## src/rtl/stopwatch_timekeeper.sv

```systemverilog
// Stopwatch time source: prescaled elapsed minutes/seconds with start/stop,
// clear and lap-freeze control, feeding the multiplexed display driver.
module stopwatch_timekeeper #(
  parameter int TICK_DIV    = 100_000_000,
  parameter int MAX_MINUTES = 99
) (
  input  logic       clock,
  input  logic       reset,
  input  logic       start_stop,
  input  logic       clear,
  input  logic       lap,
  output logic [6:0] minutes,
  output logic [6:0] seconds,
  output logic       running,
  output logic       lap_active,
  output logic       rollover
);

  localparam int PW = (TICK_DIV > 2) ? $clog2(TICK_DIV) : 1;

  typedef enum logic [1:0] {
    IDLE    = 2'd0,
    RUNNING = 2'd1,
    PAUSED  = 2'd2
  } state_t;

  state_t        state;
  state_t        state_nx;
  logic [PW-1:0] presc;
  logic [6:0]    live_min;
  logic [6:0]    live_sec;
  logic [6:0]    lap_min;
  logic [6:0]    lap_sec;
  logic          tick;
  logic          wrap;
  logic [6:0]    min_nx;
  logic [6:0]    sec_nx;

  // One-second advance of a minutes:seconds pair, wrapping MAX_MINUTES:59 to 00:00.
  function automatic logic [13:0] advance(input logic [6:0] m, input logic [6:0] s);
    if (s != 7'd59)
      return {m, s + 7'd1};
    else if (m != 7'(MAX_MINUTES))
      return {m + 7'd1, 7'd0};
    else
      return 14'd0;
  endfunction

  always_comb begin
    tick   = (state == RUNNING) && (presc == PW'(TICK_DIV - 1));
    wrap   = tick && (live_sec == 7'd59) && (live_min == 7'(MAX_MINUTES));
    min_nx = live_min;
    sec_nx = live_sec;
    if (tick)
      {min_nx, sec_nx} = advance(live_min, live_sec);
    state_nx = state;
    if (start_stop) begin
      case (state)
        IDLE:    state_nx = RUNNING;
        RUNNING: state_nx = PAUSED;
        PAUSED:  state_nx = RUNNING;
        default: state_nx = IDLE;
      endcase
    end
  end

  always_ff @(posedge clock) begin
    if (!reset || clear) begin
      state      <= IDLE;
      presc      <= '0;
      live_min   <= '0;
      live_sec   <= '0;
      lap_active <= 1'b0;
      running    <= 1'b0;
      rollover   <= 1'b0;
      if (!reset) begin
        lap_min <= '0;
        lap_sec <= '0;
      end
    end else begin
      // The prescaler only advances while running so a pause keeps the sub-second phase.
      if (state == RUNNING)
        presc <= tick ? '0 : presc + 1'b1;
      live_min <= min_nx;
      live_sec <= sec_nx;
      rollover <= wrap;
      state    <= state_nx;
      running  <= (state_nx == RUNNING);
      if (lap) begin
        if (lap_active) begin
          lap_active <= 1'b0;
        end else if (state == RUNNING) begin
          lap_min    <= min_nx;
          lap_sec    <= sec_nx;
          lap_active <= 1'b1;
        end
      end
    end
  end

  assign minutes = lap_active ? lap_min : live_min;
  assign seconds = lap_active ? lap_sec : live_sec;

endmodule

```

## config.mk

```make
export PLATFORM = sky130hd
export DESIGN_NAME = stopwatch_timekeeper
export DESIGN_NICKNAME = d
export VERILOG_FILES = /design/src/rtl/stopwatch_timekeeper.sv
export SDC_FILE = /design/constraint.sdc
export NUM_CORES = 1
export LEC_CHECK = 0
export ABC_AREA = 1
export CAP_MARGIN = 20
export CORE_ASPECT_RATIO = 0.9
export CORE_MARGIN = 3
export CORE_UTILIZATION = 50
export CTS_CLUSTER_SIZE = 12
export DETAILED_ROUTE_END_ITERATION = 12
export PLACE_DENSITY = 0.68
export SLEW_MARGIN = 0
export SYNTH_ARGS = -nofsm -noshare
export SYNTH_HDL_FRONTEND = slang
export SYNTH_SLANG_ARGS = --single-unit
```

## constraint.sdc

```tcl
create_clock -name clock -period 3.13 [get_ports clock]
set_input_delay 0.939 -clock clock [delete_from_list [all_inputs] [get_ports clock]]
set_output_delay 0.939 -clock clock [all_outputs]
set_load 0.1 [all_outputs]
```

Word-level counts from Yosys, hierarchy flattened:

Index checks and enable logic that the tools add are counted.

* register bits after elaboration: 60
* input port bits: 5
* output and inout port bits: 17
* word-level logic and storage cells: 52

* add/sub/neg operators: 3
* equality and inequality tests: 10
* muxes and demuxes: 20
* reduce and logical (&&, ||, !) cells: 10

Operator list (number)
* $mux 7: 13
* $mux 14: 2
* $add 27x1->27 const B: 1
* $eq 27x27->1 const B: 1
* $mux 27: 1
* $add 7x1->7 const B: 2
* $eq 7x6->1 const B: 1
* $eq 7x7->1 const B: 1
* $ne 7x6->1 const B: 1
* $ne 7x7->1 const B: 1
* $eq 2x1->1 const B: 2
* $pmux 2 s2: 1
* $reduce_and 4->1: 1
* $reduce_bool 2->1: 2
* $logic_and 1x1->1: 3
* $eq 2x2->1 const B: 1
* $logic_not 2->1: 1
* $mux 1: 2
* $mux 2: 1
* $ne 2x1->1 const B: 1
* $ne 2x2->1 const B: 1
* $reduce_or 2->1: 1
* $logic_not 1->1: 1
* $logic_or 1x1->1: 1

Logic depth before layout (Yosys ltp):

* word-level depth: 8
* mapped depth: 12

Least setup slack after synthesis:

Ideal clock, no wire load.

* path type: register -> output
* from: register lap_active
* to: output seconds[0]
* arrival: 3.085 ns
* data required time: 2.191 ns
* path slack: -0.894 ns
* cell stages (with the launch flop): 3
* cell sequence: dfxtp_1 > clkbuf_1 > o21ai_0

* word-level cells in the longest chain between the ends: 1

Ends and longest elaborated chain
* from (decl): line 15 `output logic lap_active,`
* from (signal assigned): line 73 `lap_active <= 1'b0;`
* from (signal assigned): line 91 `lap_active <= 1'b0;`
* from (signal assigned): line 95 `lap_active <= 1'b1;`
* $mux 7: line 102 `assign seconds = lap_active ? lap_sec : live_sec;`
* to (decl): line 13 `output logic [6:0] seconds,`

No other way between the ends.

Final worst setup path:

* from: register lap_active
* to: output minutes[3]

* word-level cells in the longest chain between the ends: 1

Ends and longest elaborated chain
* $mux 7: line 101 `assign minutes = lap_active ? lap_min : live_min;`
* to (decl): line 12 `output logic [6:0] minutes,`

No other way between the ends.

==> reports/qor.yml <==
status: "finished, final reports clean"
n_antenna_cell: 0
yosys_warnings: 0
pin_count: 22
cp_slowest_cell: "dfxtp_1"
post_cts_buffers: 0
hold_viol_final: 0
post-route-util: 0.6335
drv_slew: 0
drtIter0Drc: 206
use_met2: 0.3402
synth_seq_cells: 60
synthCells: 497
min_from: "live_sec[6]"
worstHoldPathCells: 2
cp_max_fo: 28
fillCellCount: 599
synthTopCellsByCount: "nand2_1 (138), nor2_1 (90), inv_1 (65)"
path_clk_slew_ps: 70
ff2ff_setup_slack_ps: 1120
syn-num-nets: 505
synth_top_area_share: 0.2818
clkLatencyLatePin_ps: 340
pwr-share-seq: 0.470
fin_crit_sh: 0.8113
dp_hpwl_mm: 5.690
drive_above_1_share: 0.09659
clk_path_buf_depth: 2
grt_usage: 0.2158
wl_per_cell_um: 12.62
nets: 531
swShare: 0.2031
place_area_um2: 3697
start_util: 0.5258
post_cts_resized: 0
synthArstFlopShare: 0
htreeDepth: 3
post-place-ws_ps: 374.2
cpPeakStageDelay_ps: 430
dp_cells: 599
syn_to_final_growth_pct: 20.48
fin_tns_setup_ps: 0
synth_most_common_cell: "nand2_1"
synth.avg_cell_area_um2: 6.576
grt_pass1_wl_mm: 12.82
final_area_um2: 3938
ctsHoldBuffers: 0
reg2reg_to: "lap_sec[4]"
arrival_ps: 1600
ff_latch_area_um2: 1341
p_sw_uw: 347.9
synth-edff-count: 14
vias: 3159
combPwrFrac: 0.035
core_um2: 6216
path_cells: "buf_4 > nand2_1 > o21ai_1 > buf_12"
die_area_um2: 7544
dr.pass1.iters: 4
min_to: "live_sec[6]"
cts_tree: "done"
grt_pass1_vias: 2768
final_cell_count_no_fill: 615
ys_seq_area_frac: 0.4104
cts-root-buf: "clkbuf_8"
r2r_start: "live_sec[0]"
worst-slew-pin-transition_ps: 543.1
grt_start_max_net_pins: 29
crit_type: "flop to output port"
reg2reg_depth: 8
clkPwrFrac: 0.495
fp.dieW_um: 91.22
layout_setup_ws_ps: 590.7
antenna_found_initial: 0
die_h_um: 82.70
grt.busiest_layer: "met2"
slew_headroom: 0.6366
rsz0062_at_grt: "no"
met1_usage: 0.2914
synth_area_um2: 3268
cap_violations: 0
setup_violations: 0
via_per_inst: 5.137
powerDensity_nw_per_um2: 435.0
synth_top_cell_by_area: "dfxtp_1"
grt-ovfl-total: 0
yosys-top-cells-area: "dfxtp_1 (28%), nand2_1 (16%), edfxtp_1 (13%), nor2_1 (10%), inv_1 (7.5%)"
row_count: 27
hp-class: "flop to flop"
grt_use_met3: 0.06069
required_ps: 2190
p_leak_nw: 1.459
p_int_mw: 1.365
port_buffers: 21
fin_crit_ps: 2539
drc: 0
vdd_drop_max_mv: 0.3534
synthDistinctLibCells: 32
worstSetupEndpointType: "output port"
max_freq_ghz: 0.3938
cts_sinks: 60
drtAntennaViolNets: 0
worst_setup_path_start_kind: "flop"
place_congestion: 0.8650
fin_skew_ps: 8.154
multi_input_area_um2: 1617
synth-main-ff-cell: "dfxtp_1"
finalWirelength_mm: 7.763
numCtsBuffers: 9
## area by class of cell
class	count	share of cell area
clock buffer	11	0.03591
clock inverter	5	0.02510
inverter	69	0.06609
multi-input combinational	360	0.4105
sequential	60	0.3406
tap	87	0.02765
timing repair buffer	23	0.09406
## power groups by stage
stage	sequential [mW]	clock, mW	combinational [mW]
floorplan	0.827	0	0.0347
global placement	0.822	0	0.0589
detailed placement	0.822	0	0.0606
CTS	0.805	0.860	0.0608
global route	0.806	0.892	0.0649
finish	0.805	0.848	0.0601
## stage by stage
stage,hold WS [ps],power (mW)
detailed placement,511.1,0.8829
floorplan,485.6,0.8620
global placement,506.0,0.8811
CTS,520.8,1.726
global route,542.4,1.763
finish,522.0,1.713
## cell usage in the layout, fill, tap and decap left out, types with 3 or more instances in the layout
| master | netlist | layout |
|---|---|---|
| a21oi_1 | 15 | 15 |
| buf_12 | 0 | 15 |
| buf_4 | 1 | 4 |
| bufinv_16 | 0 | 3 |
| clkbuf_8 | 0 | 10 |
| clkdlybuf4s50_1 | 0 | 4 |
| dfxtp_1 | 46 | 46 |
| edfxtp_1 | 14 | 14 |
| ha_1 | 3 | 3 |
| inv_1 | 65 | 65 |
| inv_2 | 3 | 3 |
| nand2_1 | 138 | 138 |
| nand2_2 | 5 | 5 |
| nand3_1 | 34 | 34 |
| nand3b_1 | 4 | 4 |
| nand4_1 | 8 | 8 |
| nor2_1 | 90 | 90 |
| nor2_2 | 6 | 6 |
| nor3_1 | 15 | 15 |
| o21ai_0 | 27 | 12 |
| o21ai_1 | 0 | 15 |
| o21bai_1 | 3 | 3 |
## worst max-delay path by stage
stage / start / to / slack (ps) / cells after the start
after floorplan: lap_active / seconds[0] / -150 / 2
after global placement: reset / presc[26] / 490 / 7
after detailed placement: reset / presc[26] / 370 / 7
after CTS: lap_active / minutes[3] / 590 / 4
after global routing: lap_active / minutes[3] / 500 / 4
final: lap_active / minutes[3] / 590 / 4
## cells by family after synthesis
family | Yosys count | synth area share
XOR/XNOR | 3 | 0.008041
adder cells (fa/ha/maj) | 3 | 0.01149
buffers and inverters | 77 | 0.09494
flip-flops | 60 | 0.4104
AO/OA/AOI/OAI | 48 | 0.07734
AND/OR/NAND/NOR | 306 | 0.3978
## worst max-delay path: cells and delay by family, from the launching register on
kind / cells / cell delay [ps]
AOI/OAI and AO/OA: 1 / 170
buffers and inverters: 2 / 540
DFF: 1 / 430
and+or+nand+nor: 1 / 130
## routing by layer
| metal | vias up | wire, um |
|---|---|---|
| li1 | 1631 | - |
| met1 | 1428 | 3700 |
| met2 | 96 | 3488 |
| met3 | 4 | 534 |
| met4 | 0 | 40 |
| met5 | - | 0 |
## registers in the layout (all words and copies together), names as in the netlist
register,count
presc,27
lap_min,7
lap_sec,7
live_min,7
live_sec,7
state,2
lap_active,1
rollover,1
running,1
No activity file was read; power rests on OpenSTA's default activity.
